<file path="config.mk">
export PLATFORM = sky130hd
export DESIGN_NAME = trap_arbiter
export DESIGN_NICKNAME = d
export VERILOG_FILES = /design/src/rtl/trap_arbiter.sv
export SDC_FILE = /design/constraint.sdc
export NUM_CORES = 1
export LEC_CHECK = 0
export CORE_MARGIN = 2
export CORE_UTILIZATION = 26
export CTS_BUF_LIST = sky130_fd_sc_hd__clkbuf_4
export DETAILED_ROUTE_END_ITERATION = 8
export PLACE_DENSITY = 0.47
export SETUP_SLACK_MARGIN = 0.02
export SLEW_MARGIN = 10
export SYNTH_ARGS = -nofsm -noshare
export SYNTH_HDL_FRONTEND = slang
export SYNTH_SLANG_ARGS = --single-unit
</file>
<file path="constraint.sdc">
create_clock -name clk_i -period 4.92 [get_ports clk_i]
set_input_delay 1.476 -clock clk_i [delete_from_list [all_inputs] [get_ports clk_i]]
set_output_delay 1.476 -clock clk_i [all_outputs]
set_load 0.02 [all_outputs]
</file>
<file path="src/rtl/trap_arbiter.sv">
// trap_arbiter: serialises synchronous exceptions, ctx/heap unit exceptions and
// level IRQs into single trap-taken strobes, flushing the pipeline first.
// Optional heap source: define TRAP_ARBITER_HEAP_EN to enable it.
// take_* outputs are registered: the strobe appears in the cycle after ISSUE.
module trap_arbiter #(
  parameter int unsigned DRAIN_MAX      = 15,
  parameter int unsigned HOLDOFF_CYCLES = 4
) (
  input  logic        clk_i,
  input  logic        rst_ni,
  input  logic        exc_valid_i,
  input  logic [31:0] exc_cause_i,
  input  logic        ctx_valid_i,
  input  logic [2:0]  ctx_code_i,
  input  logic        heap_valid_i,
  input  logic [2:0]  heap_code_i,
  input  logic [2:0]  irq_i,
  input  logic        irq_en_i,
  input  logic        mret_i,
  input  logic        drain_done_i,
  output logic        flush_o,
  output logic        take_valid_o,
  output logic [1:0]  take_class_o,
  output logic [31:0] take_cause_o,
  output logic        busy_o
);

  localparam int unsigned DCW = 8;
  localparam int unsigned HCW = 16;

  localparam logic [1:0]  CLS_EXC  = 2'd0;
  localparam logic [1:0]  CLS_CTX  = 2'd1;
  localparam logic [1:0]  CLS_HEAP = 2'd2;
  localparam logic [1:0]  CLS_IRQ  = 2'd3;

  localparam logic [31:0] CAUSE_EXT   = {1'b1, 27'd0, 4'd11};
  localparam logic [31:0] CAUSE_TIMER = {1'b1, 27'd0, 4'd7};
  localparam logic [31:0] CAUSE_SW    = {1'b1, 27'd0, 4'd3};

  typedef enum logic [1:0] {
    IDLE  = 2'd0,
    DRAIN = 2'd1,
    ISSUE = 2'd2,
    HOLD  = 2'd3
  } state_t;

  state_t           state_q, state_d;
  logic [DCW-1:0]   drain_cnt_q, drain_cnt_d;
  logic [HCW-1:0]   hold_cnt_q, hold_cnt_d;

  logic             ctx_pend_q;
  logic [2:0]       ctx_code_q;
  logic             ctx_set, ctx_clr;
  logic             heap_pend_q;
  logic [2:0]       heap_code_q;
  logic             heap_clr;

  logic             irq_ok, hi_elig, any_elig;
  logic             win_valid;
  logic [1:0]       win_class;
  logic [31:0]      win_cause;
  logic             take_d;

  logic             flush_q, busy_q, take_valid_q;
  logic [1:0]       take_class_q;
  logic [31:0]      take_cause_q;

  // IRQs are masked globally and during the post-issue holdoff window
  assign irq_ok   = irq_en_i && (|irq_i) && (state_q != HOLD);
  assign hi_elig  = exc_valid_i || ctx_pend_q || heap_pend_q;
  assign any_elig = hi_elig || irq_ok;

  // Fixed-priority winner: exc > ctx > heap > ext > timer > sw
  always_comb begin
    win_valid = 1'b1;
    win_class = CLS_EXC;
    win_cause = '0;
    if (exc_valid_i) begin
      win_class = CLS_EXC;
      win_cause = exc_cause_i;
    end else if (ctx_pend_q) begin
      win_class = CLS_CTX;
      win_cause = {29'd0, ctx_code_q};
    end else if (heap_pend_q) begin
      win_class = CLS_HEAP;
      win_cause = {29'd0, heap_code_q};
    end else if (irq_ok && irq_i[2]) begin
      win_class = CLS_IRQ;
      win_cause = CAUSE_EXT;
    end else if (irq_ok && irq_i[1]) begin
      win_class = CLS_IRQ;
      win_cause = CAUSE_TIMER;
    end else if (irq_ok && irq_i[0]) begin
      win_class = CLS_IRQ;
      win_cause = CAUSE_SW;
    end else begin
      win_valid = 1'b0;
    end
  end

  // Next-state, counters and issue decision
  always_comb begin
    state_d     = state_q;
    drain_cnt_d = drain_cnt_q;
    hold_cnt_d  = hold_cnt_q;
    take_d      = 1'b0;
    ctx_clr     = 1'b0;
    heap_clr    = 1'b0;
    case (state_q)
      IDLE: begin
        if (any_elig) begin
          state_d     = DRAIN;
          drain_cnt_d = DCW'(1);
        end
      end
      DRAIN: begin
        if (!any_elig) begin
          state_d = IDLE;
        end else if (drain_done_i || (drain_cnt_q >= DCW'(DRAIN_MAX))) begin
          state_d = ISSUE;
        end else if (drain_cnt_q != {DCW{1'b1}}) begin
          drain_cnt_d = drain_cnt_q + DCW'(1);
        end
      end
      ISSUE: begin
        if (win_valid) begin
          take_d   = 1'b1;
          ctx_clr  = (win_class == CLS_CTX);
          heap_clr = (win_class == CLS_HEAP);
          if (HOLDOFF_CYCLES > 0) begin
            state_d    = HOLD;
            hold_cnt_d = HCW'(HOLDOFF_CYCLES);
          end else begin
            state_d = IDLE;
          end
        end else begin
          state_d = IDLE;
        end
      end
      HOLD: begin
        if (hi_elig) begin
          state_d     = DRAIN;
          drain_cnt_d = DCW'(1);
        end else if ((hold_cnt_q <= HCW'(1)) || mret_i) begin
          state_d = IDLE;
        end else begin
          hold_cnt_d = hold_cnt_q - HCW'(1);
        end
      end
      default: state_d = IDLE;
    endcase
  end

  // State and counter registers
  always_ff @(posedge clk_i or negedge rst_ni) begin
    if (!rst_ni) begin
      state_q     <= IDLE;
      drain_cnt_q <= '0;
      hold_cnt_q  <= '0;
    end else begin
      state_q     <= state_d;
      drain_cnt_q <= drain_cnt_d;
      hold_cnt_q  <= hold_cnt_d;
    end
  end

  // Registered outputs; class/cause forced to zero outside the strobe
  always_ff @(posedge clk_i or negedge rst_ni) begin
    if (!rst_ni) begin
      flush_q      <= 1'b0;
      busy_q       <= 1'b0;
      take_valid_q <= 1'b0;
      take_class_q <= 2'd0;
      take_cause_q <= 32'd0;
    end else begin
      flush_q      <= (state_d == DRAIN);
      busy_q       <= (state_d != IDLE);
      take_valid_q <= take_d;
      take_class_q <= take_d ? win_class : 2'd0;
      take_cause_q <= take_d ? win_cause : 32'd0;
    end
  end

  // Sticky ctx pending; a new pulse is accepted in the cycle the old one clears
  assign ctx_set = ctx_valid_i && (ctx_code_i >= 3'd2) && (!ctx_pend_q || ctx_clr);

  // ctx pending bit and captured code
  always_ff @(posedge clk_i or negedge rst_ni) begin
    if (!rst_ni) begin
      ctx_pend_q <= 1'b0;
      ctx_code_q <= 3'd0;
    end else if (ctx_set) begin
      ctx_pend_q <= 1'b1;
      ctx_code_q <= ctx_code_i;
    end else if (ctx_clr) begin
      ctx_pend_q <= 1'b0;
    end
  end

`ifdef TRAP_ARBITER_HEAP_EN
  logic heap_set;

  assign heap_set = heap_valid_i && ((heap_code_i == 3'd6) || (heap_code_i == 3'd7)) &&
                    (!heap_pend_q || heap_clr);

  // heap pending bit and captured code
  always_ff @(posedge clk_i or negedge rst_ni) begin
    if (!rst_ni) begin
      heap_pend_q <= 1'b0;
      heap_code_q <= 3'd0;
    end else if (heap_set) begin
      heap_pend_q <= 1'b1;
      heap_code_q <= heap_code_i;
    end else if (heap_clr) begin
      heap_pend_q <= 1'b0;
    end
  end
`else
  logic unused_heap;

  // Heap source absent: inputs are sunk, pending never set
  assign heap_pend_q = 1'b0;
  assign heap_code_q = 3'd0;
  assign unused_heap = heap_valid_i ^ (^heap_code_i) ^ heap_clr;
`endif

  assign flush_o      = flush_q;
  assign busy_o       = busy_q;
  assign take_valid_o = take_valid_q;
  assign take_class_o = take_class_q;
  assign take_cause_o = take_cause_q;

endmodule

</file>
# Word-level counts from Yosys, hierarchy flattened
# Index checks and enable logic that the tools add are counted.
op_classes:
  n_addsub: 2
  magnitude_cmp: 3
  eq_ne: 15
  mux: 40
  reduce_logical: 21
op_table:
  columns: ["cell", "n"]
  rows:
  - ["two-way mux 32 bit", 6]
  - ["two-way mux 16 bit", 3]
  - ["two-way mux 8 bit", 5]
  - ["one-hot mux 16 bit (2 select lines)", 1]
  - ["two-way mux 2 bit", 12]
  - ["one-hot mux 8 bit (3 select lines)", 1]
  - ["!= test 2 bit, second input constant", 9]
  - ["less-or-equal comparator 16 x 1 -> 1 bit, second input constant", 1]
  - ["subtractor 16 x 1 -> 16 bit, second input constant", 1]
  - ["two-way mux 1 bit", 11]
  - ["adder 8 x 1 -> 8 bit, second input constant", 1]
  - [">= comparator 8 x 4 -> 1 bit, second input constant", 1]
  - ["!= test 8 bit, second input constant", 1]
  - ["one-hot mux 2 bit (4 select lines)", 1]
  - ["logical AND 1 bit", 7]
  - ["== test 2 x 1 -> 1 bit, second input constant", 3]
  - ["AND reduction 6 bit", 1]
  - ["nonzero test 2 bit", 3]
  - ["logical OR 1 bit", 5]
  - ["== test 2 bit, second input constant", 2]
  - ["AND reduction 4 bit", 1]
  - [">= comparator 3 x 2 -> 1 bit, second input constant", 1]
  - ["nonzero test 3 bit", 1]
  - ["OR reduction 3 bit", 1]
  - ["other kinds (2)", 2]
totals:
  ff_bits: 67
  inputBits: 49
  output_inout_bits: 37

# Longest topological paths before layout
logic_depth:
  depth_word: 15
  ltp_mapped: 7
  ltp_nobuf: 6

# Least setup slack after synthesis
# No wires, ideal clock.
synth_timing:
  path_kind: "input -> register"
  startpoint: "input irq_i[1]"
  endpoint: "register hold_cnt_q[10]"
  setup_time_ps: 110
  arrival_time_ps: 2676
  required_time_ps: 4810
  setup_slack_ps: 2134
  stages: 6
  path_cell_list: "nor3_1 -> o21ai_4 -> nand2_1 -> clkbuf_1 -> o311ai_1 -> o41ai_1"
synth_via:
  elab_chain_cells: 11
  elab_cells_between_ends: 13
  cone_classes: "1 x eq/ne; 5 x mux; 7 x reduce/logical"
synth_rtl:
  columns: ["item", "line_no", "source"]
  rows:
  - ["from (decl)", "17", "input logic [2:0] irq_i,"]
  - ["OR reduction 3 bit", "69", "assign irq_ok = irq_en_i && (|irq_i) && (state_q != HOLD);"]
  - ["logical AND 1 bit (2 in a row)", "69", null]
  - ["logical AND 1 bit", "93", "end else if (irq_ok && irq_i[0]) begin"]
  - ["two-way mux 1 bit", "93", null]
  - ["two-way mux 1 bit", "90", "end else if (irq_ok && irq_i[1]) begin"]
  - ["two-way mux 1 bit *", "87", "end else if (irq_ok && irq_i[2]) begin"]
  - ["two-way mux 1 bit *", "81", "end else if (ctx_pend_q) begin"]
  - ["two-way mux 1 bit *", "78", "if (exc_valid_i) begin"]
  - ["!= test 2 bit (no line) *", null, null]
  - ["AND reduction 4 bit (no line) *", null, null]
  - ["to (signal assigned)", "163", "hold_cnt_q <= hold_cnt_d;"]
  - ["to (decl)", "49", "logic [HCW-1:0] hold_cnt_q, hold_cnt_d;"]
# Mark *: on every way between the ends. The rest lies on a longest branch, timed or not.
# A chain may end at the register's enable or synchronous reset.

# Worst setup path in the final report
layout_timing:
  startpoint: "input exc_valid_i"
  endpoint: "register hold_cnt_q[2]"
layout_via:
  elab_chain_cells: 3
  elab_cells_between_ends: 5
  cone_classes: "2 x eq/ne; 1 x mux; 2 x reduce/logical"
layout_rtl:
  columns: ["item", "line_no", "source"]
  rows:
  - ["from (decl)", "11", "input logic exc_valid_i,"]
  - ["two-way mux 1 bit or logical OR 1 bit (tied branches)", "78, 70", null]
  - ["!= test 2 bit (no line)", null, null]
  - ["AND reduction 4 bit (no line) *", null, null]
# Marks and branches as above.

==> reports/qor.txt <==
status: complete, no violations
Hold WS: 504 ps
pin count of the biggest net entering global routing: 40
EDFF count, synth: 0
sequential area share after synthesis: 60.2%
VDD IR max: 0.130 mV
Reg2Reg Depth: 5
CP required: 5230 ps
post-CTS sizing: 0
hold path endpoint: hold_cnt_q[8]
CP Capture Type: flip-flop
Core Area: 10400 um^2
dpl cells: 453
first-pass GRT wire length: 11.3 mm
Hold WC Path Type: reg2reg
worst-path cell chain: clkdlybuf4s50_1 -> buf_4 -> nor2_1 -> o21ai_4 -> nand2_1 -> o211ai_1 -> o31a_1
Initial Utilization: 26.8%
post-route insts no fill: 469
Post-DP Area: 3740 um^2
Synth Instances: 244
Top FF cell, synth: dfrtp_1
initial antenna violation count: 0
CTS tree: yes
vias: 2186
cts-stage hold buffer count: 0
Synthesized Nets: 296
Routability Congestion: 0.732
Clock H-tree levels: 3
Finish-stage setup viols: 0
max-slew violations: 0
Max Cap Violations: 0
Setup Fix Bufs, Post-CTS: 0
IO Pins: 86
Routed WL per cell: 14.9 um
Clock Latency Late Sink: 430 ps
routed wire length: 6.97 mm
final hold vios: 0
synthesis-stage register bit count: 67
skew final: 21.2 ps
fin crit share: 63.2%
Remaining DRCs: 0
post-route cell area: 3930 um^2
Yosys warnings: 0
NumNets Final: 380
critical path class: in2reg
Hold Crit Depth: 1
hpwl dp: 4.86 mm
unrepaired setup endpoints after global routing: no
Vias/cell: 4.66
R2R Setup Slk: 2850 ps
Chip Width: 107 um
CP max stage delay: 460 ps
vias in the first global route: 2191
GRT overflow: 0
RR Startpoint: ctx_pend_q
Site Rows: 37
fin crit period: 3110 ps
clock slew at reported path FFs: 120 ps
Critical Path Start Type: input pin
number of buffers on the longest clock path: 2
initial DRC count: 133
share of cells above drive strength 1: 8.41%
mean post-synth cell area: 11.4 um^2
Post-Route Setup TNS: 0 ps
DIE HEIGHT: 107 um
Critical Path Fanout Max: 39
relative slew slack: 44.5%
Filler cells: 1054
slew at the pin with the worst max-slew slack: 833 ps
Root Buffer: clkbuf_4
CTS sink count: 67
DRT Pass-1 Iters: 4
Port Buf Inserts: 81
Leak Pwr: 0.00181 uW
hold path startpoint: hold_cnt_q[8]
FF-to-FF End: hold_cnt_q[7]
critical path arrival: 3420 ps
Total Routing Usage GR: 12.6%
post-synth cell types: 48
PnR Total Power: 1550 uW
DRT antenna net count: 0
die area: 11600 um^2
ys async rst share: 100%
mapped cell area: 2780 um^2
PD cells: 396 nW/um^2
Fmax: 322 MHz
n_diodes: 0
synthesis-to-finish area growth: 41.0%
CTS buffer count: 9
Worst path slowest cell: clkdlybuf4s50_1
[where the power goes]
part	internal [uW]	switching, uW
Sequential	622	58.1
Clock	256	212
Combinational	182	225
[layer usage]
metal  wire, um  GRT usage, %  up-vias
li1           -             -     1058
met1       3450          16.8     1046
met2       2890          19.0       72
met3        522          3.45       10
met4        110          6.04        0
met5          0             0        -
[how the worst max path moves through the flow]
stage | from | to | slack, ps | depth (start not counted)
3_3_place_gp | exc_valid_i | hold_cnt_q[2] | 1330 | 7
4_1_cts | exc_valid_i | hold_cnt_q[10] | 1790 | 7
3_5_place_dp | exc_valid_i | hold_cnt_q[10] | 1340 | 7
6_report | exc_valid_i | hold_cnt_q[2] | 1810 | 7
2_1_floorplan | irq_i[1] | hold_cnt_q[10] | 2130 | 6
5_1_grt | exc_valid_i | hold_cnt_q[7] | 1630 | 6
[placed cells by master, fill, tap and decap left out, types with 7 or more instances in the layout]
cell type / count
o211ai_1: 7
clkdlybuf4s50_1: 80
and3_1: 28
nand2_1: 11
inv_1: 7
nand3_1: 7
dfrtp_1: 67
clkbuf_4: 9
nor2_1: 18
a21oi_1: 10
[final cells by class]
type                       instances  area (um^2)  area share, %
multi-input combinational        157         1030           26.3
inverter                           9         33.8          0.861
tap                              136          170           4.34
clock inverter                     7          116           2.96
clock buffer                       9         67.6           1.72
timing repair buffer              84          828           21.1
sequential                        67         1680           42.7
[critical path, delay by kind of cell]
kind	cells	cell delay (ps)
compound gates	3	440
simple gates	2	750
buf+inv	2	730
[sequential cells by signal, indices dropped and copies added (netlist names)]
signal / count
ctx_code_q: 3
take_valid_o: 1
take_cause_o: 32
state_q: 2
ctx_pend_q: 1
busy_o: 1
drain_cnt_q: 8
take_class_o: 2
flush_o: 1
hold_cnt_q: 16
[stage by stage]
stage | setup WS [ps] | util, %
5_1_grt | 1630 | 37.8
3_5_place_dp | 1340 | 36.1
3_3_place_gp | 1330 | 36.1
6_report | 1810 | 37.8
4_1_cts | 1790 | 37.8
2_1_floorplan | 2130 | -
[cell usage after synthesis (all sizes together) (3+ instances only)]
library cell / count / area [um^2]
mux2i: 4 / 40.0
and3: 28 / 175
ha: 3 / 37.5
a21oi: 10 / 50.1
clkbuf: 11 / 41.3
nand4: 3 / 18.8
o311ai: 3 / 43.8
nor2: 18 / 67.6
nand2: 11 / 41.3
nand3: 8 / 52.6
o21ai: 10 / 61.3
o211ai: 7 / 52.6
nor4: 7 / 50.1
o31ai: 5 / 37.5
o41ai: 3 / 26.3
inv: 9 / 33.8
dfrtp: 67 / 1680
nor2b: 3 / 18.8
nor3: 6 / 30.0
a22o: 3 / 26.3
[cell families (layout without fill, tap and decap cells)]
kind of cell	Yosys count	count (layout)	synth area share [%]
compound gates	50	50	13.4
xor+xnor	3	3	0.944
fa+ha+maj	3	3	1.35
buf+inv	20	109	2.70
flops	67	67	60.2
mux	5	5	1.84
simple gates	96	96	19.5
(Power assumes the default switching activity.)
